`src/rtl/imem_loader.sv`:
```
// imem_loader: receives a framed byte stream and writes it into instruction memory.
// Frame layout: header N, then N groups of {opcode, A, B}, then a checksum byte.
// Each group of three bytes is packed into one 20-bit word and written to
// BASE_ADDR + word index. The fetch stage is stalled for the whole load. The
// checksum is the 8-bit sum of the payload bytes.
module imem_loader #(
    parameter logic [7:0] BASE_ADDR = 8'h00
) (
    input  logic        clk,
    input  logic        rst,
    input  logic        start,
    input  logic        byte_valid,
    input  logic [7:0]  byte_data,
    output logic        byte_ready,
    output logic        imem_we,
    output logic [7:0]  imem_addr,
    output logic [19:0] imem_wdata,
    output logic        stall_out,
    output logic        busy,
    output logic        done,
    output logic        err,
    output logic [7:0]  word_count
);

    typedef enum logic [3:0] {
        S_IDLE,
        S_HDR,
        S_B0,
        S_B1,
        S_B2,
        S_WRITE,
        S_CSUM,
        S_DONE,
        S_ERR
    } state_t;

    state_t      state_q, state_d;
    logic [7:0]  n_q, n_d;          // instruction count from the header
    logic [7:0]  idx_q, idx_d;      // index of the word being assembled
    logic [7:0]  sum_q, sum_d;      // running payload checksum
    logic [3:0]  opc_q, opc_d;
    logic [7:0]  a_q, a_d;
    logic [19:0] wdata_q, wdata_d;
    logic        err_q, err_d;
    logic        xfer;

    // The checksum wraps modulo 256.
    function automatic logic [7:0] csum_add(input logic [7:0] s, input logic [7:0] b);
        return s + b;
    endfunction

    function automatic logic [19:0] pack_word(input logic [3:0] opc,
                                              input logic [7:0] a,
                                              input logic [7:0] b);
        return {opc, a, b};
    endfunction

    // Outputs are decoded from the state register only.
    always_comb begin
        byte_ready = (state_q == S_HDR) || (state_q == S_B0) || (state_q == S_B1) ||
                     (state_q == S_B2)  || (state_q == S_CSUM);
        imem_we    = (state_q == S_WRITE);
        busy       = (state_q != S_IDLE);
        stall_out  = (state_q != S_IDLE);
        done       = (state_q == S_DONE);
    end

    assign xfer       = byte_valid && byte_ready;
    assign imem_addr  = BASE_ADDR + idx_q;
    assign imem_wdata = wdata_q;
    assign err        = err_q;
    assign word_count = idx_q;

    // Next-state logic: parse the frame, assemble words and check the checksum.
    always_comb begin
        state_d = state_q;
        n_d     = n_q;
        idx_d   = idx_q;
        sum_d   = sum_q;
        opc_d   = opc_q;
        a_d     = a_q;
        wdata_d = wdata_q;
        err_d   = err_q;
        case (state_q)
            S_IDLE: begin
                if (start) begin
                    state_d = S_HDR;
                    idx_d   = 8'd0;
                    err_d   = 1'b0;
                end
            end
            S_HDR: begin
                if (xfer) begin
                    n_d     = byte_data;
                    sum_d   = 8'd0;
                    state_d = (byte_data == 8'd0) ? S_CSUM : S_B0;
                end
            end
            S_B0: begin
                if (xfer) begin
                    // The opcode is only four bits wide; a set upper nibble means the frame is corrupt.
                    if (byte_data[7:4] != 4'h0) begin
                        state_d = S_ERR;
                        err_d   = 1'b1;
                    end else begin
                        opc_d   = byte_data[3:0];
                        sum_d   = csum_add(sum_q, byte_data);
                        state_d = S_B1;
                    end
                end
            end
            S_B1: begin
                if (xfer) begin
                    a_d     = byte_data;
                    sum_d   = csum_add(sum_q, byte_data);
                    state_d = S_B2;
                end
            end
            S_B2: begin
                if (xfer) begin
                    wdata_d = pack_word(opc_q, a_q, byte_data);
                    sum_d   = csum_add(sum_q, byte_data);
                    state_d = S_WRITE;
                end
            end
            S_WRITE: begin
                // idx_q < n_q here, so idx_q + 1 cannot wrap.
                idx_d   = idx_q + 8'd1;
                state_d = (idx_q + 8'd1 == n_q) ? S_CSUM : S_B0;
            end
            S_CSUM: begin
                if (xfer) begin
                    if (byte_data == sum_q) begin
                        state_d = S_DONE;
                    end else begin
                        state_d = S_ERR;
                        err_d   = 1'b1;
                    end
                end
            end
            S_DONE:  state_d = S_IDLE;
            S_ERR:   state_d = S_IDLE;
            default: state_d = S_IDLE;
        endcase
    end

    // State and datapath registers with synchronous reset.
    always_ff @(posedge clk) begin
        if (rst) begin
            state_q <= S_IDLE;
            n_q     <= 8'd0;
            idx_q   <= 8'd0;
            sum_q   <= 8'd0;
            opc_q   <= 4'd0;
            a_q     <= 8'd0;
            wdata_q <= 20'd0;
            err_q   <= 1'b0;
        end else begin
            state_q <= state_d;
            n_q     <= n_d;
            idx_q   <= idx_d;
            sum_q   <= sum_d;
            opc_q   <= opc_d;
            a_q     <= a_d;
            wdata_q <= wdata_d;
            err_q   <= err_d;
        end
    end

endmodule

```
`config.mk`:
```
export PLATFORM = sky130hd
export DESIGN_NAME = imem_loader
export DESIGN_NICKNAME = d
export VERILOG_FILES = /design/src/rtl/imem_loader.sv
export SDC_FILE = /design/constraint.sdc
export NUM_CORES = 1
export LEC_CHECK = 0
export CORE_MARGIN = 2
export CORE_UTILIZATION = 25
export CTS_CLUSTER_DIAMETER = 100
export CTS_CLUSTER_SIZE = 20
export DETAILED_ROUTE_END_ITERATION = 16
export DONT_BUFFER_PORTS = 1
export PLACE_DENSITY_LB_ADDON = 0.12
export SYNTH_ARGS = -nofsm -noshare
export SYNTH_HDL_FRONTEND = slang
export SYNTH_SLANG_ARGS = --single-unit
export TNS_END_PERCENT = 20
```
`constraint.sdc`:
```
create_clock -name clk -period 5.37 [get_ports clk]
set_clock_uncertainty 0.05 [all_clocks]
set_input_delay 1.074 -clock clk [delete_from_list [all_inputs] [get_ports clk]]
set_output_delay 1.074 -clock clk [all_outputs]
set_load 0.005 [all_outputs]
```
Yosys cells after proc, flatten, opt, wreduce, memory -nomap -nowiden

Cells that the tools add are included.

Register bits after elaboration: 61
Bits of input ports: 12
Output and inout port bits: 42
Word-level logic and storage cells: 75

$add $sub $neg: 2
Eq/ne operators: 19
Multiplexer cells: 24
Bitwise operators: 1
Reduce and logical (&&, ||, !) cells: 21

Operators with widths:

| cell                  | count |
|---|---|
| $mux W8               | 5 |
| $mux W4               | 8 |
| $pmux W4 S7           | 1 |
| $pmux W8 S3           | 1 |
| $eq A4 B3 Y1 const B  | 4 |
| $eq A8 B8 Y1          | 2 |
| $ne A2 B2 Y1 const B  | 8 |
| $pmux W8 S2           | 1 |
| $reduce_and A6 Y1     | 2 |
| $add A8 B1 Y8 const B | 1 |
| $add A8 B8 Y8         | 1 |
| $eq A4 B2 Y1 const B  | 2 |
| $logic_not A8 Y1      | 1 |
| $reduce_and A2 Y1     | 4 |
| $reduce_bool A4 Y1    | 2 |
| $mux W3               | 2 |
| $reduce_bool A3 Y1    | 2 |
| $mux W1               | 5 |
| $reduce_and A5 Y1     | 1 |
| $eq A4 B1 Y1 const B  | 1 |
| $logic_not A4 Y1      | 1 |
| $logic_or A1 B1 Y1    | 4 |
| $ne A2 B1 Y1 const B  | 2 |
| $pmux W1 S3           | 1 |
| 5 further kinds       | 5 |

Logic depth before layout (Yosys ltp)

Word-level depth: 8
Depth in mapped cells: 9

Least setup slack after synthesis

OpenSTA, ideal clock, no wires.

Kind: input to register
From: input byte_data[5]
To: register err_q, in the netlist err
Arrival: 2655 ps
Data required time: 5205 ps
Slack: 2551 ps
Cell stages on the path: 7
Path buffers: 0
Cells stage by stage: ha_1 > or4_1 > a211oi_2 > mux2i_1 > nor3_2 > a2111oi_0 > o21a_1

Cells in the longest elaborated chain, start to end: 3
Elaborated cells on any way between the ends: 5
Those cells by class: eq/ne (3); reduce/logical (2)

Ends and longest elaborated chain:

| what                                                          | RTL line | source |
|---|---|---|
| start: declaration                                            | 13       | `input logic [7:0] byte_data,` |
| $eq A8 B8 Y1 / $reduce_bool A4 Y1 (equally long branches)     | 133, 102 |  |
| $ne A2 B2 Y1 (no line) / $ne A2 B1 Y1 (equally long branches) | -        |  |
| $reduce_and A6 Y1 (no line) (*)                               | -        |  |
| end signal: assignment                                        | 166      | `err_q <= err_d;` |
| end: declaration                                              | 44       | `logic err_q, err_d;` |

Every way passes the cells marked *; elsewhere a longest branch is shown, timed or not.
A chain may end at the register's enable or synchronous reset.

Worst setup path after layout

From: register state_q[0]
To: output imem_we

Cells in the longest elaborated chain, start to end: 1

Ends and longest elaborated chain:

| what                     | RTL line | source |
|---|---|---|
| start: declaration       | 37       | `state_t state_q, state_d;` |
| start signal: assignment | 159      | `state_q <= state_d;` |
| $eq A4 B3 Y1             | 62       | `imem_we = (state_q == S_WRITE);` |
| end: declaration         | 15       | `output logic imem_we,` |

Every way passes these cells.

==> results.toml <==
[run_status]
status = "finished, final reports clean"

[timing]
tns_ns = 0
hold_ws_ns = 0.400
hold_violations = 0
rsz0062_at_grt = "no"
fin_crit_sh_pct = 50.2
setup_violations = 0
slew_headroom_pct = 41.9
slew_viol_final = 0
fmax_mhz = 371
period_needed_ns = 2.70
worst_pin_slew_ns = 0.872

[critical_path]
worst-r2r-cell-count = 5
r2r_start = "state_q[0]$_SDFFE_PP0P_"
critical_path_required_ns = 4.25
crit_path_max_fanout = 16
critPathMaxStageDelay_ns = 0.65
cp-end-kind = "output port"
crit_arrival_ns = 1.57
crit_start = "state_q[0]$_SDFFE_PP0P_"
critPathKind = "reg2out"
rr_endpoint = "sum_q[5]$_SDFFE_PP0P_"
reg2reg_slack_ns = 2.87
startpoint_type = "flop"
crit_chain = "nand3_2 -> inv_2"
critPathSlowestCell = "dfxtp_1"
cp-endpoint = "imem_we"

[synth]
ys_top_cells_by_area = "dfxtp_1 39%, a21oi_1 6.1%, mux2i_1 6.1%"
synth_edf_count = 0
netlist_area_sq_um = 3110
synth_ff_type = "dfxtp_1"
yosysTopAreaCellShare_pct = 39.2
synth.most_common_cell = "dfxtp_1"
synthArstFlopShare_pct = 0
ys_seq_area_share_pct = 39.2
yosys_warnings = 0
syn-num-nets = 397
syn_inst = 376
yosys.area.top_type = "dfxtp_1"
yosys_register_bits = 61
synthTopCellsByCount = "61 x dfxtp_1, 49 x nand2_1, 45 x nor2_1"
syn_area_per_cell_sq_um = 8.28
ys_types = 57

[floorplan]
rows = 40
initial_core_util_pct = 25.8
die_x_um = 116
placeableCoreArea_sq_um = 12100
ioPinCount = 54
die_area_sq_um = 13400
die_h_um = 116

[clock_network]
cts.repair.resized = 0
hold_buffers = 0
clock-root-buffer = "clkbuf_16"
numCtsBuffers = 9
path_clk_slew_ns = 0.06
cts.sinks = 61
htreeDepth = 3
cts_tree = "done"
cts_setup_buffers = 0
clk_latency_ns = 0.34
cts_buffer_depth = 2

[place]
hpwl_mm = 5.69
port_buffers = 0
gp_congestion = 0.770

[grt]
antenna_found_initial = 0
grt_max_degree = 66
gr-total-overflow = 0
first_global_vias = 2412
grt_pass1_wl_mm = 13.4
grt_util_all_layers_pct = 13.3

[route]
final_antenna_net_count = 0
vias = 2530
first_iter_violations = 136
drt_pass1_iterations = 4
drc = 0
wl_per_cell_um = 15.9
routed_wl_mm = 8.43
vias_per_cell = 4.78

[min_path]
hp-class = "reg2reg"

[power]
power_frac_comb_pct = 9.3
p_switching_mw = 0.307
p_total_mw = 1.24
intPower_mw = 0.931
seqPwrFrac_pct = 39.7
vdd_drop_max_uv = 136
switching_share_pct = 24.8
p_leak_nw = 1.28
powerDensity_nw_per_um2 = 354
clockPowerShare_pct = 51.1

[finish]
final_nets = 377
diodes = 0
utilization_pct = 29.0
syn_to_final_growth_pct = 12.4
drive_gt1_share_pct = 8.03

[job]
timing.max_cap.violations = 0
## worst min-delay path by stage
stage | cells after the start | startpoint | end | slack (ns)
after floorplan | 2 | a_q[2]$_SDFFE_PP0P_ | imem_wdata[10]$_SDFFE_PP0P_ | 0.38
final | 2 | a_q[6]$_SDFFE_PP0P_ | imem_wdata[14]$_SDFFE_PP0P_ | 0.40
after global routing | 2 | a_q[6]$_SDFFE_PP0P_ | imem_wdata[14]$_SDFFE_PP0P_ | 0.42
after detailed placement | 2 | a_q[1]$_SDFFE_PP0P_ | imem_wdata[9]$_SDFFE_PP0P_ | 0.39
after CTS | 2 | a_q[1]$_SDFFE_PP0P_ | imem_wdata[9]$_SDFFE_PP0P_ | 0.40
after global placement | 2 | a_q[0]$_SDFFE_PP0P_ | imem_wdata[8]$_SDFFE_PP0P_ | 0.39
## per-stage QoR
stage,worst slack [ns],instance area (sq um),cells
2_1_floorplan,2.55,3110,376
6_report,2.67,3500,529
5_1_grt,2.54,3500,529
3_3_place_gp,2.37,3170,513
4_1_cts,2.66,3500,529
3_5_place_dp,2.34,3170,513
## cells in the final DEF, fill, tap and decap left out, types with 3 or more instances in the layout
master and instances:
o22ai_1 5, nor3_1 3, nand3b_1 5, nand3_1 5, o21a_1 4, nor3b_1 3, xnor2_1 8, clkbuf_16 9
a22oi_1 4, nor2_1 45, a21oi_1 38, inv_1 11, or3_1 5, xor2_1 4, and3_1 3, nand2b_1 8
dfxtp_1 61, mux2i_1 19, ha_1 8, nand4_1 3, nand2_1 49, o21ai_0 10
## critical path: cells and delay by family (launching register included)
| family | cells | cell delay (ns) |
|---|---|---|
| DFF | 1 | 0.65 |
| and+or+nand+nor | 1 | 0.33 |
| buffers and inverters | 1 | 0.26 |
## layer usage
metal,global-route usage (%),vias up,share of wire (%)
li1,-,1261,-
met1,17.5,1214,47
met2,20.0,48,46
met3,5.54,7,5.5
met4,3.86,0,1.1
met5,0,-,0
## area by class of cell
class / count / area [sq um]
Clock buffer: 10 / 239
Clock inverter: 6 / 86.3
Fill cell: 1304 / 8560
Inverter: 12 / 45.0
Multi-Input combinational cell: 271 / 1690
Sequential cell: 61 / 1220
Tap cell: 168 / 210
Timing Repair Buffer: 1 / 7.51
## power by group through the flow
stage	Combinational [mW]	Clock [mW]	Sequential, mW
after floorplan	0.119	0	0.483
after global placement	0.114	0	0.501
after detailed placement	0.115	0	0.501
after CTS	0.116	0.651	0.491
after global routing	0.130	0.670	0.494
final	0.115	0.632	0.491
## flip-flops by register name, summed over array words and instances (netlist names)
| signal | cells |
|---|---|
| imem_wdata | 20 |
| a_q | 8 |
| opc_q | 4 |
| state_q | 4 |
| word_count | 8 |
| n_q | 8 |
| sum_q | 8 |
| err | 1 |
## logic make-up (layout without fill, tap and decap cells)
| logic type | count (synthesis) | after routing | synth area share [%] |
|---|---|---|---|
| flops | 61 | 61 | 39.2 |
| mux | 19 | 19 | 6.11 |
| buf+inv | 44 | 29 | 6.63 |
| compound gates | 84 | 84 | 17.6 |
| simple gates | 147 | 147 | 23.2 |
| fa+ha+maj | 9 | 9 | 3.86 |
| xor+xnor | 12 | 12 | 3.38 |
(Power assumes the default switching activity.)
